[config.mk]
export PLATFORM = sky130hd
export DESIGN_NAME = sha3_pad_feeder
export DESIGN_NICKNAME = d
export VERILOG_FILES = /design/src/rtl/sha3_pad_feeder.sv
export SDC_FILE = /design/constraint.sdc
export NUM_CORES = 1
export LEC_CHECK = 0
export BUFFER_PORTS_ARGS = -buffer_cell sky130_fd_sc_hd__buf_2
export CAP_MARGIN = 20
export CELL_PAD_IN_SITES_DETAIL_PLACEMENT = 0
export CELL_PAD_IN_SITES_GLOBAL_PLACEMENT = 2
export CORE_MARGIN = 2
export CORE_UTILIZATION = 29
export DETAILED_ROUTE_END_ITERATION = 10
export PLACE_DENSITY_LB_ADDON = 0.1
export SYNTH_ARGS = -nofsm -noshare
export SYNTH_HDL_FRONTEND = slang
export SYNTH_SLANG_ARGS = --single-unit
[constraint.sdc]
create_clock -name clk -period 1.3 [get_ports clk]
set_input_delay 0.13 -clock clk [delete_from_list [all_inputs] [get_ports clk]]
set_output_delay 0.13 -clock clk [all_outputs]
set_load 0.1 [all_outputs]
[src/rtl/sha3_pad_feeder.sv]
// SHA3 pad10*1 feeder: turns a byte-packed message stream into rate-sized blocks
// for the state FIFO and holds off after each block until the Keccak side acknowledges it.
module sha3_pad_feeder #(
    parameter int         DATA_WIDTH = 16,
    parameter int         RATE       = 1088,
    parameter logic [7:0] DOMAIN     = 8'h06
) (
    input  logic                                  clk,
    input  logic                                  RST_n,
    input  logic [DATA_WIDTH-1:0]                 s_data,
    input  logic [$clog2(DATA_WIDTH/8+1)-1:0]     s_bytes,
    input  logic                                  s_last,
    input  logic                                  s_valid,
    output logic                                  s_ready,
    output logic [DATA_WIDTH-1:0]                 Dout,
    output logic                                  Vout,
    output logic                                  blk_done,
    output logic                                  blk_last,
    input  logic                                  blk_ack,
    output logic                                  busy
);
    localparam int BPW = DATA_WIDTH / 8;
    localparam int WPB = RATE / DATA_WIDTH;
    localparam int CW  = $clog2(WPB);
    localparam int BW  = $clog2(BPW + 1);
    localparam logic [CW-1:0]         LAST_IDX = CW'(WPB - 1);
    localparam logic [BW-1:0]         FULL_N   = BW'(BPW);
    localparam logic [DATA_WIDTH-1:0] TOP_BIT  = {1'b1, {(DATA_WIDTH-1){1'b0}}};

    localparam logic [1:0] ST_IDLE   = 2'd0;
    localparam logic [1:0] ST_ABSORB = 2'd1;
    localparam logic [1:0] ST_PAD    = 2'd2;
    localparam logic [1:0] ST_WAIT   = 2'd3;

    logic [1:0]            state_q, state_d;
    logic [CW-1:0]         word_cnt_q, word_cnt_d;
    logic                  dom_pending_q, dom_pending_d;
    logic                  final_q, final_d;
    logic [DATA_WIDTH-1:0] dout_q, dout_d;
    logic                  vout_q, vout_d;
    logic                  blk_done_q, blk_done_d;
    logic                  blk_last_q, blk_last_d;
    logic                  s_ready_q, s_ready_d;
    logic                  busy_q, busy_d;
    logic                  emit;
    logic                  ends_msg;
    logic [DATA_WIDTH-1:0] word;

    // Keep the first n bytes, put the domain byte at position n, zero the rest.
    function automatic logic [DATA_WIDTH-1:0] pad_last_word(input logic [DATA_WIDTH-1:0] data,
                                                            input logic [BW-1:0] n);
        logic [DATA_WIDTH-1:0] w;
        w = '0;
        for (int k = 0; k < BPW; k++) begin
            if (k < int'(n)) begin
                w[8*k +: 8] = data[8*k +: 8];
            end else if (k == int'(n)) begin
                w[8*k +: 8] = DOMAIN;
            end
        end
        return w;
    endfunction

    always_comb begin
        state_d       = state_q;
        word_cnt_d    = word_cnt_q;
        dom_pending_d = dom_pending_q;
        final_d       = final_q;
        dout_d        = dout_q;
        vout_d        = 1'b0;
        blk_done_d    = 1'b0;
        blk_last_d    = 1'b0;
        emit          = 1'b0;
        ends_msg      = 1'b0;
        word          = '0;

        case (state_q)
            ST_IDLE, ST_ABSORB: begin
                if (s_valid && s_ready_q) begin
                    emit    = 1'b1;
                    state_d = ST_ABSORB;
                    if (!s_last) begin
                        word = s_data;
                    end else if (s_bytes >= FULL_N) begin
                        // Full last word: the domain byte opens the next word.
                        word          = s_data;
                        dom_pending_d = 1'b1;
                        state_d       = ST_PAD;
                    end else begin
                        word    = pad_last_word(s_data, s_bytes);
                        state_d = ST_PAD;
                        if (word_cnt_q == LAST_IDX) begin
                            word     = word | TOP_BIT;
                            ends_msg = 1'b1;
                        end
                    end
                end
            end
            ST_PAD: begin
                emit = 1'b1;
                if (dom_pending_q) begin
                    word[7:0]     = DOMAIN;
                    dom_pending_d = 1'b0;
                end
                if (word_cnt_q == LAST_IDX) begin
                    word     = word | TOP_BIT;
                    ends_msg = 1'b1;
                end
            end
            default: begin
                if (blk_ack) begin
                    if (final_q) begin
                        state_d = ST_IDLE;
                    end else if (dom_pending_q) begin
                        state_d = ST_PAD;
                    end else begin
                        state_d = ST_ABSORB;
                    end
                end
            end
        endcase

        if (emit) begin
            dout_d = word;
            vout_d = 1'b1;
            if (word_cnt_q == LAST_IDX) begin
                word_cnt_d = '0;
                blk_done_d = 1'b1;
                blk_last_d = ends_msg;
                final_d    = ends_msg;
                state_d    = ST_WAIT;
            end else begin
                word_cnt_d = word_cnt_q + CW'(1);
            end
        end

        s_ready_d = (state_d == ST_IDLE) || (state_d == ST_ABSORB);
        busy_d    = (state_d != ST_IDLE);
    end

    always_ff @(posedge clk or negedge RST_n) begin
        if (!RST_n) begin
            state_q       <= ST_IDLE;
            word_cnt_q    <= '0;
            dom_pending_q <= 1'b0;
            final_q       <= 1'b0;
            dout_q        <= '0;
            vout_q        <= 1'b0;
            blk_done_q    <= 1'b0;
            blk_last_q    <= 1'b0;
            s_ready_q     <= 1'b0;
            busy_q        <= 1'b0;
        end else begin
            state_q       <= state_d;
            word_cnt_q    <= word_cnt_d;
            dom_pending_q <= dom_pending_d;
            final_q       <= final_d;
            dout_q        <= dout_d;
            vout_q        <= vout_d;
            blk_done_q    <= blk_done_d;
            blk_last_q    <= blk_last_d;
            s_ready_q     <= s_ready_d;
            busy_q        <= busy_d;
        end
    end

    assign s_ready  = s_ready_q;
    assign Dout     = dout_q;
    assign Vout     = vout_q;
    assign blk_done = blk_done_q;
    assign blk_last = blk_last_q;
    assign busy     = busy_q;
endmodule

After elaboration in Yosys (flattened, before gate mapping)
Index checks and enable logic that the tools add are counted.
{"block": "word_totals", "output_inout_bits": 21, "reg_bits": 32, "elab_cells": 67, "in_bits": 23}
{"block": "classes", "reduce_logical": 10, "magnitude_cmp": 3, "n_addsub": 1, "eq_ne": 8, "n_mux": 35}
{"operator": "16-bit two-way mux", "count": 5}
{"operator": "16-bit one-hot mux with 2 select lines", "count": 1}
{"operator": "8-bit two-way mux", "count": 2}
{"operator": "2-bit two-way mux", "count": 7}
{"operator": "1-bit two-way mux", "count": 12}
{"operator": "3-bit two-way mux", "count": 3}
{"operator": "7-bit by 1-bit adder with 7-bit output (second input constant)", "count": 1}
{"operator": "7-bit == test (second input constant)", "count": 1}
{"operator": "7-bit two-way mux", "count": 1}
{"operator": "2-bit logical NOT", "count": 3}
{"operator": "2-bit != test (second input constant)", "count": 3}
{"operator": "1-bit one-hot mux with 2 select lines", "count": 3}
{"operator": "2-bit by 1-bit == test with 1-bit output (second input constant)", "count": 2}
{"operator": "1-bit by 2-bit less-than comparator with 1-bit output (first input constant)", "count": 2}
{"operator": "2-bit one-hot mux with 2 select lines", "count": 1}
{"operator": "4-bit AND reduction", "count": 1}
{"operator": "2-bit nonzero test", "count": 2}
{"operator": "2-bit == test (first input constant)", "count": 1}
{"operator": "2-bit == test (second input constant)", "count": 1}
{"operator": "2-bit >= comparator (second input constant)", "count": 1}
{"operator": "2-bit AND reduction", "count": 1}
{"operator": "2-bit OR reduction", "count": 1}
{"operator": "1-bit logical AND", "count": 1}
{"operator": "1-bit logical OR", "count": 1}

Logic depth before layout (Yosys ltp)
Gate-level depths: netlist (run 1).
{"block": "logic_depth", "depth_word": 8, "depth_mapped": 5, "ltp_nobuf": 3}

Least setup slack after synthesis (run 1)
No wires, ideal clock.
{"block": "synth_timing", "kind": "register -> register", "startpoint": "register s_ready_q (netlist: s_ready)", "endpoint": "register dout_q[10] (netlist: Dout[10])", "stages_incl_launch_ff": 6, "path_slack_ps": -602, "synth_period_minus_slack_ps": 1902, "required_time_ps": 1178, "setup_ps": 122, "arrival_time_ps": 1781, "cell_sequence": "dfrtp_1 -> and3b_1 -> buf_6 -> nor2_8 -> buf_6 -> a22o_1"}
{"block": "synth_between", "elab_chain_len": 3}
{"item": "start, declared", "line": "43", "rtl": "logic s_ready_q, s_ready_d;"}
{"item": "start signal, assigned", "line": "162", "rtl": "s_ready_q <= s_ready_d;"}
{"item": "1-bit logical AND (*)", "line": "79", "rtl": "if (s_valid && s_ready_q) begin"}
{"item": "16-bit two-way mux or 1-bit two-way mux (tied branches)", "line": "79"}
{"item": "16-bit one-hot mux with 2 select lines or 1-bit one-hot mux with 2 select lines (tied branches)", "line": "77", "rtl": "case (state_q)"}
{"item": "end signal, assigned", "line": "158", "rtl": "dout_q <= dout_d;"}
{"item": "end, declared", "line": "39", "rtl": "logic [DATA_WIDTH-1:0] dout_q, dout_d;"}
Every way passes the cells marked *; elsewhere a longest branch is shown, timed or not.
A chain may end at the register's enable or synchronous reset.

Final worst setup path (run 1)
{"block": "layout_timing", "startpoint": "register state_q[1]", "endpoint": "register word_cnt_q[2]"}
{"block": "layout_between", "elab_chain_len": 3}
{"item": "start, declared", "line": "35", "rtl": "logic [1:0] state_q, state_d;"}
{"item": "start signal, assigned", "line": "154", "rtl": "state_q <= state_d;"}
{"item": "2-bit by 1-bit == test with 1-bit output or 2-bit logical NOT (tied branches)", "line": "77"}
{"item": "2-bit OR reduction", "line": "77"}
{"item": "1-bit one-hot mux with 2 select lines (*)", "line": "77"}
{"item": "end signal, assigned", "line": "155", "rtl": "word_cnt_q <= word_cnt_d;"}
{"item": "end, declared", "line": "36", "rtl": "logic [CW-1:0] word_cnt_q, word_cnt_d;"}
Marks and branches as above.

==> results.json, run 1 <==
{
  "endpoint": "word_cnt_q[2]$_DFFE_PN0N_",
  "yosysWarnings": 0,
  "yosysSeqAreaShare": 0.5649,
  "drtAntennaViolNets": 0,
  "status": "complete, but fails checks",
  "overflow": 0,
  "layout.nets": 213,
  "cts_buffers": 5,
  "clkLatencyLatePin_ns": 0.28,
  "fmax_mhz": 739.4,
  "cts-root-buf": "clkbuf_8",
  "fillers": 472,
  "synth_ff_type": "dfrtp_1",
  "core_um2": 4723,
  "synth.distinct_cells": 37,
  "synth_nets": 138,
  "port_buffers": 43,
  "cp_max_fo": 5,
  "drive_gt1_frac": 0.4947,
  "area_growth_pct": 48.01,
  "seq_power_share": 0.258,
  "period_share": 1.040,
  "synth_edf_count": 0,
  "p_per_area_nw_per_um2": 2843,
  "die_y_um": 73.92,
  "grt_max_degree": 33,
  "hold_class": "in2reg",
  "syn-cell-area_um2": 1418,
  "violations": "negative setup slack",
  "cts_tree": "done",
  "finalCriticalPeriod_ns": 1.352,
  "clkSinkCount": 32,
  "track_usage": 0.1407,
  "ir_drop_v": 0.001070,
  "finalMaxSlewViolations": 0,
  "required_ns": 1.47,
  "viasPerCell": 4.626,
  "fin_setup_tns_ns": -0.2878,
  "n_antenna_cell": 0,
  "power_switching_share": 0.4854,
  "routed_wl_mm": 3.603,
  "dr.pass1.iters": 4,
  "synth-seq-cells": 32,
  "start_util": 0.3001,
  "cts-htree-levels": 2,
  "arrival_ns": 1.52,
  "setup_viol": 9,
  "drtIter0Drc": 29,
  "design_power_total_mw": 5.965,
  "pwr-share-clk": 0.155,
  "drv_cap": 0,
  "worst_slack_ns": -0.05246,
  "p_int_mw": 3.069,
  "tightestPinTransition_ns": 0.4938,
  "route.detailed.drc": 0,
  "final.setup_skew_ns": 0.005034,
  "regToRegStartpoint": "state_q[1]$_DFF_PN0_",
  "start_kind": "flop",
  "async_flop_share": 1.000,
  "placementRows": 25,
  "end_kind": "flop",
  "grt_pass1_wl_mm": 5.658,
  "p_leak_nw": 1.060,
  "grt_pass1_vias": 1189,
  "r2r_cells": 3,
  "dieArea_um2": 5463,
  "place_ws_ns": -0.2493,
  "antenna_found_initial": 0,
  "syn_area_per_cell_um2": 12.44,
  "utilization": 0.4442,
  "wl_per_cell_um": 14.02,
  "r2r-end": "word_cnt_q[2]$_DFFE_PN0N_",
  "io_pins": 44,
  "gp_congestion": 0.7220,
  "ff2ff_setup_slack_ns": -0.05,
  "slew_headroom": 0.6730,
  "critPathKind": "reg2reg",
  "vias": 1189,
  "clkTransAtPathRegs_ns": 0.07,
  "cts_buffer_depth": 2,
  "p_switching_mw": 2.896,
  "synthCells": 114,
  "fp.dieW_um": 73.92,
  "cp-startpoint": "state_q[1]$_DFF_PN0_",
  "rsz0062_at_grt": "true",
  "hold_violations": 0,
  "p_comb_frac": 0.587,
  "dp.final_hpwl_mm": 2.475
}
## power by group through the flow
stage / clock, mW / combinational (mW) / sequential (mW)
6_report: 0.925 / 3.50 / 1.54
5_1_grt: 0.991 / 3.71 / 1.58
4_1_cts: 0.965 / 3.40 / 1.54
3_5_place_dp: 0 / 3.26 / 1.54
3_3_place_gp: 0 / 3.23 / 1.53
2_1_floorplan: 0 / 1.02 / 2.95
## layout by cell type (no fill, tap or decap), types with 2 or more instances in the layout
cell,count
nand2_1,6
buf_6,3
a21oi_1,2
dfrtp_1,31
mux2_4,3
nand2b_1,4
clkbuf_8,5
inv_1,2
a22o_1,13
nor2_4,3
xnor2_1,2
nand3_1,7
nor2b_1,4
buf_4,22
o2111a_1,2
o21ai_0,3
buf_2,42
nor2_1,2
## metal layers
layer	wire length [um]	global-route usage	part of all wire	up-vias
li1	-	-	-	576
met5	0	0	0	-
met2	1690	0.2163	0.47	29
met3	190	0.04801	0.053	6
met1	1664	0.1804	0.46	578
met4	57	0.06061	0.016	0
## critical path, cell delays in order, from the launching register on
cell     delay, ns
dfrtp_1       0.41
and3b_4       0.43
o21ai_2       0.09
mux2_4        0.30
## layout make-up
cell class | instances | area, um^2 | share of cell area
sequential | 32 | 804.5 | 0.3834
tap | 67 | 83.83 | 0.03995
inverter | 3 | 11.26 | 0.005367
clock buffer | 6 | 72.57 | 0.03459
clock inverter | 2 | 35.03 | 0.01670
multi-input combinational | 78 | 651.9 | 0.3107
timing repair buffer | 69 | 439.2 | 0.2093
## repair_timing
action,in CTS,in global routing
gates cloned,2,0
hold buffers,1,0
setup endpoints to repair,30,30
gates resized for setup,10,5
setup buffers,2,3
hold endpoints to repair,32,0
pin swaps,7,19
## cells by family (layout without fill, tap and decap cells)
logic type / after synthesis / count (layout) / share of synthesized area
compound gates: 32 / 32 / 0.1959
xor+xnor: 3 / 3 / 0.01854
fa+ha+maj: 1 / 1 / 0.008825
buf+inv: 6 / 80 / 0.02913
flops: 32 / 32 / 0.5649
mux: 4 / 4 / 0.03089
simple gates: 36 / 38 / 0.1518
## sequential cells by signal, summed over array words and instances, names as in the netlist
signal and flops:
s_ready 1, Dout 16, dom_pending_q 1, blk_last 1, blk_done 1, busy 1, final_q 1, state_q 2
Vout 1, word_cnt_q 7
## Yosys cell counts, types with 2 or more instances
library cell	instances	area [um^2]
and3_1	2	12.51
nand2b_1	4	25.02
nand3_1	8	40.04
a22o_1	13	113.9
o21ai_0	3	15.01
o2111a_1	2	22.52
nor2b_1	4	25.02
inv_1	3	11.26
xnor2_1	2	17.52
buf_6	2	22.52
o22ai_1	2	12.51
nand2_1	6	22.52
dfrtp_1	32	800.8
nor2_1	4	15.01
a21oi_1	2	10.01
mux2_2	3	33.78
o2111ai_1	2	17.52
## stage by stage
stage / instances / hold slack, ns / cell area [um^2]
6_report: 257 / 0.05805 / 2098
3_3_place_gp: 241 / 0.1753 / 1869
2_1_floorplan: 114 / -0.1656 / 1435
4_1_cts: 254 / 0.05165 / 2049
5_1_grt: 257 / 0.06839 / 2098
3_5_place_dp: 241 / 0.1832 / 1869
## worst min-delay path by stage
stage,from,endpoint,slack [ns],cells past startpoint
after global routing,s_data[7],Dout[7]$_DFFE_PN0N_,0.07,2
after global placement,RST_n,word_cnt_q[4]$_DFFE_PN0N_,0.18,2
final,s_data[3],Dout[3]$_DFFE_PN0N_,0.06,2
after floorplan,RST_n,Dout[0]$_DFFE_PN0N_,-0.17,0
after CTS,s_data[3],Dout[3]$_DFFE_PN0N_,0.05,2
after detailed placement,RST_n,word_cnt_q[4]$_DFFE_PN0N_,0.18,2
Power figures use the tool's default switching activity.
==> run 2, diff against run 1 <==
CELL_PAD_IN_SITES_DETAIL_PLACEMENT = not set   (was 0)
CELL_PAD_IN_SITES_GLOBAL_PLACEMENT = not set   (was 2)
CORE_UTILIZATION = 45   (was 29)
HOLD_SLACK_MARGIN = 0.15   (was not set)
PLACE_DENSITY = 0.74   (was not set)
PLACE_DENSITY_LB_ADDON = not set   (was 0.1)
==> results.json, run 2 (synthesis gave the netlist of run 1 again) <==
{
  "required_ns": 1.53,
  "end_kind": "flop",
  "wl_met1_mm": 1.606,
  "hold_violations": 0,
  "final.setup_skew_ns": 0.009553,
  "p_leak_nw": 1.141,
  "worstSetupPathDepth": 4,
  "track_usage": 0.2338,
  "dr.pass1.iters": 4,
  "p_comb_frac": 0.609,
  "clkLatencyLatePin_ns": 0.34,
  "wl_per_cell_um": 16.76,
  "rsz0062_at_grt": "true",
  "hold_class": "in2reg",
  "die_y_um": 60.13,
  "p_switching_mw": 3.027,
  "design_power_total_mw": 6.174,
  "drive_gt1_frac": 0.4878,
  "cts_buffer_depth": 2,
  "start_kind": "flop",
  "n_antenna_cell": 0,
  "whs_ns": 0.1557,
  "cts_tree": "done",
  "slew_headroom": 0.6733,
  "drtIter0Drc": 80,
  "crit_family": "simple AND/OR/NAND/NOR gates",
  "placed_cells": 217,
  "drtAntennaViolNets": 0,
  "antenna_found_initial": 0,
  "seq_power_share": 0.254,
  "critPathKind": "reg2reg",
  "placementRows": 20,
  "highest_layer": "met4",
  "tightestPinTransition_ns": 0.4935,
  "final_cell_mix": "buf_2, dfrtp_1, dlygate4sd3_1",
  "dp.final_hpwl_mm": 2.361,
  "wl_met3_um": 191,
  "crit_chain": "and3b_4 > nor2_8 > buf_6 > a22o_1",
  "arrival_ns": 1.62,
  "p_int_mw": 3.147,
  "gp_congestion": 0.7650,
  "area_growth_pct": 60.28,
  "fmax_mhz": 717.3,
  "period_share": 1.072,
  "final_common_cell": "buf_2",
  "cts-htree-levels": 2,
  "worst_path_largest_cell_delay_ns": 0.44,
  "start_util": 0.4682,
  "grt_max_degree": 33,
  "cp_max_fo": 8,
  "crit_buf_inv": 1,
  "finalMaxSlewViolations": 0,
  "p_per_area_nw_per_um2": 2717,
  "grt_pass1_wl_mm": 6.078,
  "status": "complete, but fails checks",
  "place_ws_ns": -0.2015,
  "finalCriticalPeriod_ns": 1.394,
  "grt_pass1_vias": 1349,
  "pwr-share-clk": 0.137,
  "vias": 1321,
  "met2WireLength_mm": 2.272,
  "ir_drop_v": 0.001790,
  "placed_cell_area_um2": 1833,
  "drv_cap": 0,
  "violations": "negative setup slack",
  "overflow": 0,
  "clkTransAtPathRegs_ns": 0.10,
  "power_switching_share": 0.4902,
  "routed_wl_mm": 4.173,
  "core_um2": 3028,
  "clkSinkCount": 32,
  "slowest_stage": "and3b_4",
  "setup_viol": 22,
  "cts_buffers": 5,
  "largest_register_ffs": 16,
  "cts-root-buf": "clkbuf_4",
  "r2r_cells": 4,
  "port_buffers": 43,
  "layout.nets": 228,
  "fin_setup_tns_ns": -1.293,
  "route.detailed.drc": 0,
  "final_cell_area_um2": 2272,
  "dieArea_um2": 3615,
  "fin_cells": 249,
  "fp.dieW_um": 60.13,
  "io_pins": 44,
  "utilization": 0.7504,
  "viasPerCell": 5.305,
  "worst_slack_ns": -0.09418,
  "worstHoldPathCells": 3
}
==> run 2: final timing paths <==
check,from,endpoint,slack [ns]
hold reg to reg,Dout[5]$_DFFE_PN0N_,Dout[5]$_DFFE_PN0N_,0.51
setup / recovery,state_q[1]$_DFF_PN0_,Dout[12]$_DFFE_PN0N_,-0.09
min in group asynchronous,RST_n,Dout[0]$_DFFE_PN0N_,0.33
hold / removal,s_bytes[1],dom_pending_q$_DFFE_PN0P_,0.16
max in group asynchronous,RST_n,s_ready$_DFF_PN0_,0.64
setup reg to reg,state_q[1]$_DFF_PN0_,Dout[12]$_DFFE_PN0N_,-0.09
==> run 2: area by class of cell <==
| cell class | instances | area, um^2 |
|---|---|---|
| fill | 195 | 755.7 |
| tap | 44 | 55.05 |
| inverter | 3 | 11.26 |
| sequential | 32 | 804.5 |
| timing repair buffer | 86 | 645.6 |
| multi-input combinational | 76 | 660.6 |
| clock buffer | 7 | 65.06 |
| clock inverter | 1 | 30.03 |
==> run 2: worst register-to-register path: stages (launching register included) <==
cell     delay, ns
dfrtp_1       0.42
and3b_4       0.44
nor2_8        0.07
buf_6         0.14
a22o_1        0.22
==> run 2: repair_timing <==
action	4_1_cts	5_1_grt
pin swaps	6	17
endpoints found under the hold margin	48	0
endpoints found under the setup margin	30	38
hold buffers	17	0
buffers inserted	4	4
resized for setup	5	30
==> run 2: power by group through the flow <==
| stage | clock network, mW | logic (mW) | registers [mW] |
|---|---|---|---|
| 3_5_place_dp | 0 | 3.22 | 1.55 |
| 2_1_floorplan | 0 | 1.02 | 2.95 |
| 4_1_cts | 0.865 | 3.42 | 1.53 |
| 5_1_grt | 0.900 | 3.95 | 1.60 |
| 3_3_place_gp | 0 | 3.14 | 1.53 |
| 6_report | 0.847 | 3.76 | 1.57 |
==> run 2: metal layers <==
layer,track usage,vias up
li1,-,608
met1,0.2596,657
met2,0.4037,47
met3,0.04545,9
met4,0.1492,0
met5,0,-
==> run 3, diff against run 2 <==
PLACE_DENSITY = not set   (was 0.74)
PLACE_DENSITY_LB_ADDON = 0.12   (was not set)
==> results.json, run 3 (synthesis gave the netlist of run 1 again) <==
{
  "finalCriticalPeriod_ns": 1.372,
  "track_usage": 0.2132,
  "die_y_um": 60.13,
  "dp.final_hpwl_mm": 2.334,
  "drive_gt1_frac": 0.4461,
  "final_cell_mix": "buf_2, dfrtp_1, buf_4",
  "placementRows": 20,
  "gp_congestion": 0.8265,
  "placed_cells": 217,
  "ir_drop_v": 0.001417,
  "tightestPinTransition_ns": 0.4985,
  "critPathKind": "reg2reg",
  "grt_pass1_wl_mm": 5.589,
  "cts_tree": "done",
  "end_kind": "flop",
  "arrival_ns": 1.59,
  "start_util": 0.4682,
  "p_per_area_nw_per_um2": 2595,
  "cp_max_fo": 8,
  "n_antenna_cell": 0,
  "fin_cells": 248,
  "drtIter0Drc": 57,
  "cts-htree-levels": 2,
  "fmax_mhz": 728.7,
  "status": "complete, but fails checks",
  "hold_violations": 0,
  "viasPerCell": 5.173,
  "port_buffers": 43,
  "finalMaxSlewViolations": 0,
  "violations": "negative setup slack",
  "start_kind": "flop",
  "clkSinkCount": 32,
  "vias": 1283,
  "drv_cap": 0,
  "setup_viol": 18,
  "drtAntennaViolNets": 0,
  "cts_buffers": 5,
  "routed_wl_mm": 3.685,
  "route.detailed.drc": 0,
  "final.setup_skew_ns": 0.01134,
  "worst_slack_ns": -0.07222,
  "wl_per_cell_um": 14.86,
  "fp.dieW_um": 60.13,
  "clkTransAtPathRegs_ns": 0.09,
  "rsz0062_at_grt": "true",
  "core_um2": 3028,
  "clkLatencyLatePin_ns": 0.33,
  "antenna_found_initial": 0,
  "dieArea_um2": 3615,
  "period_share": 1.056,
  "grt_max_degree": 22,
  "final_common_cell": "buf_2",
  "io_pins": 44,
  "layout.nets": 228,
  "fin_setup_tns_ns": -0.6498,
  "cts-root-buf": "clkbuf_4",
  "overflow": 0,
  "p_leak_nw": 1.099,
  "cts_buffer_depth": 2,
  "slew_headroom": 0.6676,
  "required_ns": 1.51,
  "design_power_total_mw": 5.621,
  "area_growth_pct": 52.78,
  "hold_class": "in2reg",
  "largest_register_ffs": 16,
  "dr.pass1.iters": 4,
  "grt_pass1_vias": 1222
}
run 3: cell types whose count changed in the layout (fill, tap and decap cells not counted), moves of 2 or more:
| cell | before | now |
|---|---|---|
| buf_2 | 37 | 41 |
| buf_4 | 16 | 19 |
| buf_6 | 10 | 5 |
| clkbuf_4 | 10 | 6 |
| clkbuf_8 | 2 | 0 |
| nand3_1 | 3 | 8 |
| nand3_2 | 5 | 0 |
run 3: cell type report:
cell class,count,area (um^2)
fill,229,862.1
sequential,32,804.5
multi-input combinational,78,646.9
timing repair buffer,84,601.8
tap,44,55.05
clock buffer,6,41.29
inverter,3,11.26
clock inverter,1,5.005
run 3: worst paths after layout:
kind                                      startpoint                   end  slack [ns]  cells past startpoint
worst min register to register   Dout[0]$_DFFE_PN0N_   Dout[0]$_DFFE_PN0N_        0.51                      1
max in group asynchronous                      RST_n   Dout[7]$_DFFE_PN0N_        0.52                      3
worst max register to register  state_q[1]$_DFF_PN0_  Dout[11]$_DFFE_PN0N_       -0.07                      4
worst max-delay path            state_q[1]$_DFF_PN0_  Dout[11]$_DFFE_PN0N_       -0.07                      4
min in group asynchronous                      RST_n   Dout[0]$_DFFE_PN0N_        0.29                      2
worst min-delay path                         blk_ack  state_q[1]$_DFF_PN0_        0.17                      4
run 3: routing by layer:
| layer | share of wire | GRT usage | vias up |
|---|---|---|---|
| li1 | - | - | 609 |
| met1 | 0.45 | 0.2746 | 629 |
| met2 | 0.49 | 0.3432 | 35 |
| met3 | 0.040 | 0.04545 | 10 |
| met4 | 0.019 | 0.09524 | 0 |
| met5 | 0 | 0 | - |
run 3: power breakdown:
part	switching (mW)	internal, mW
Sequential	0.220	1.34
Combinational	2.35	1.19
Clock	0.318	0.199
Total	2.89	2.73
run 3: per-stage QoR:
step | cell area [um^2] | setup slack (ns) | hold slack (ns) | utilization
2_1_floorplan | 1435 | -0.2460 | -0.1656 | -
3_3_place_gp | 1833 | -0.1782 | 0.1051 | 0.6054
3_5_place_dp | 1833 | -0.2085 | 0.1222 | 0.6054
4_1_cts | 2096 | -0.05752 | 0.1633 | 0.6921
5_1_grt | 2166 | -0.1114 | 0.1849 | 0.7153
6_report | 2166 | -0.07222 | 0.1653 | 0.7153
run 3: repair_timing:
action | in CTS | in global routing
hold buffers | 17 | 0
endpoints found under the hold margin | 42 | 0
buffers inserted | 1 | 5
pin swaps | 7 | 13
gates resized for setup | 9 | 8
cloned | 2 | 0
endpoints found under the setup margin | 30 | 28
run 3: critical path, cell delays in order (launching register included):
cell     delay (ns)
dfrtp_1        0.43
and3b_4        0.40
buf_4          0.15
nor2_4         0.06
a22o_1         0.23
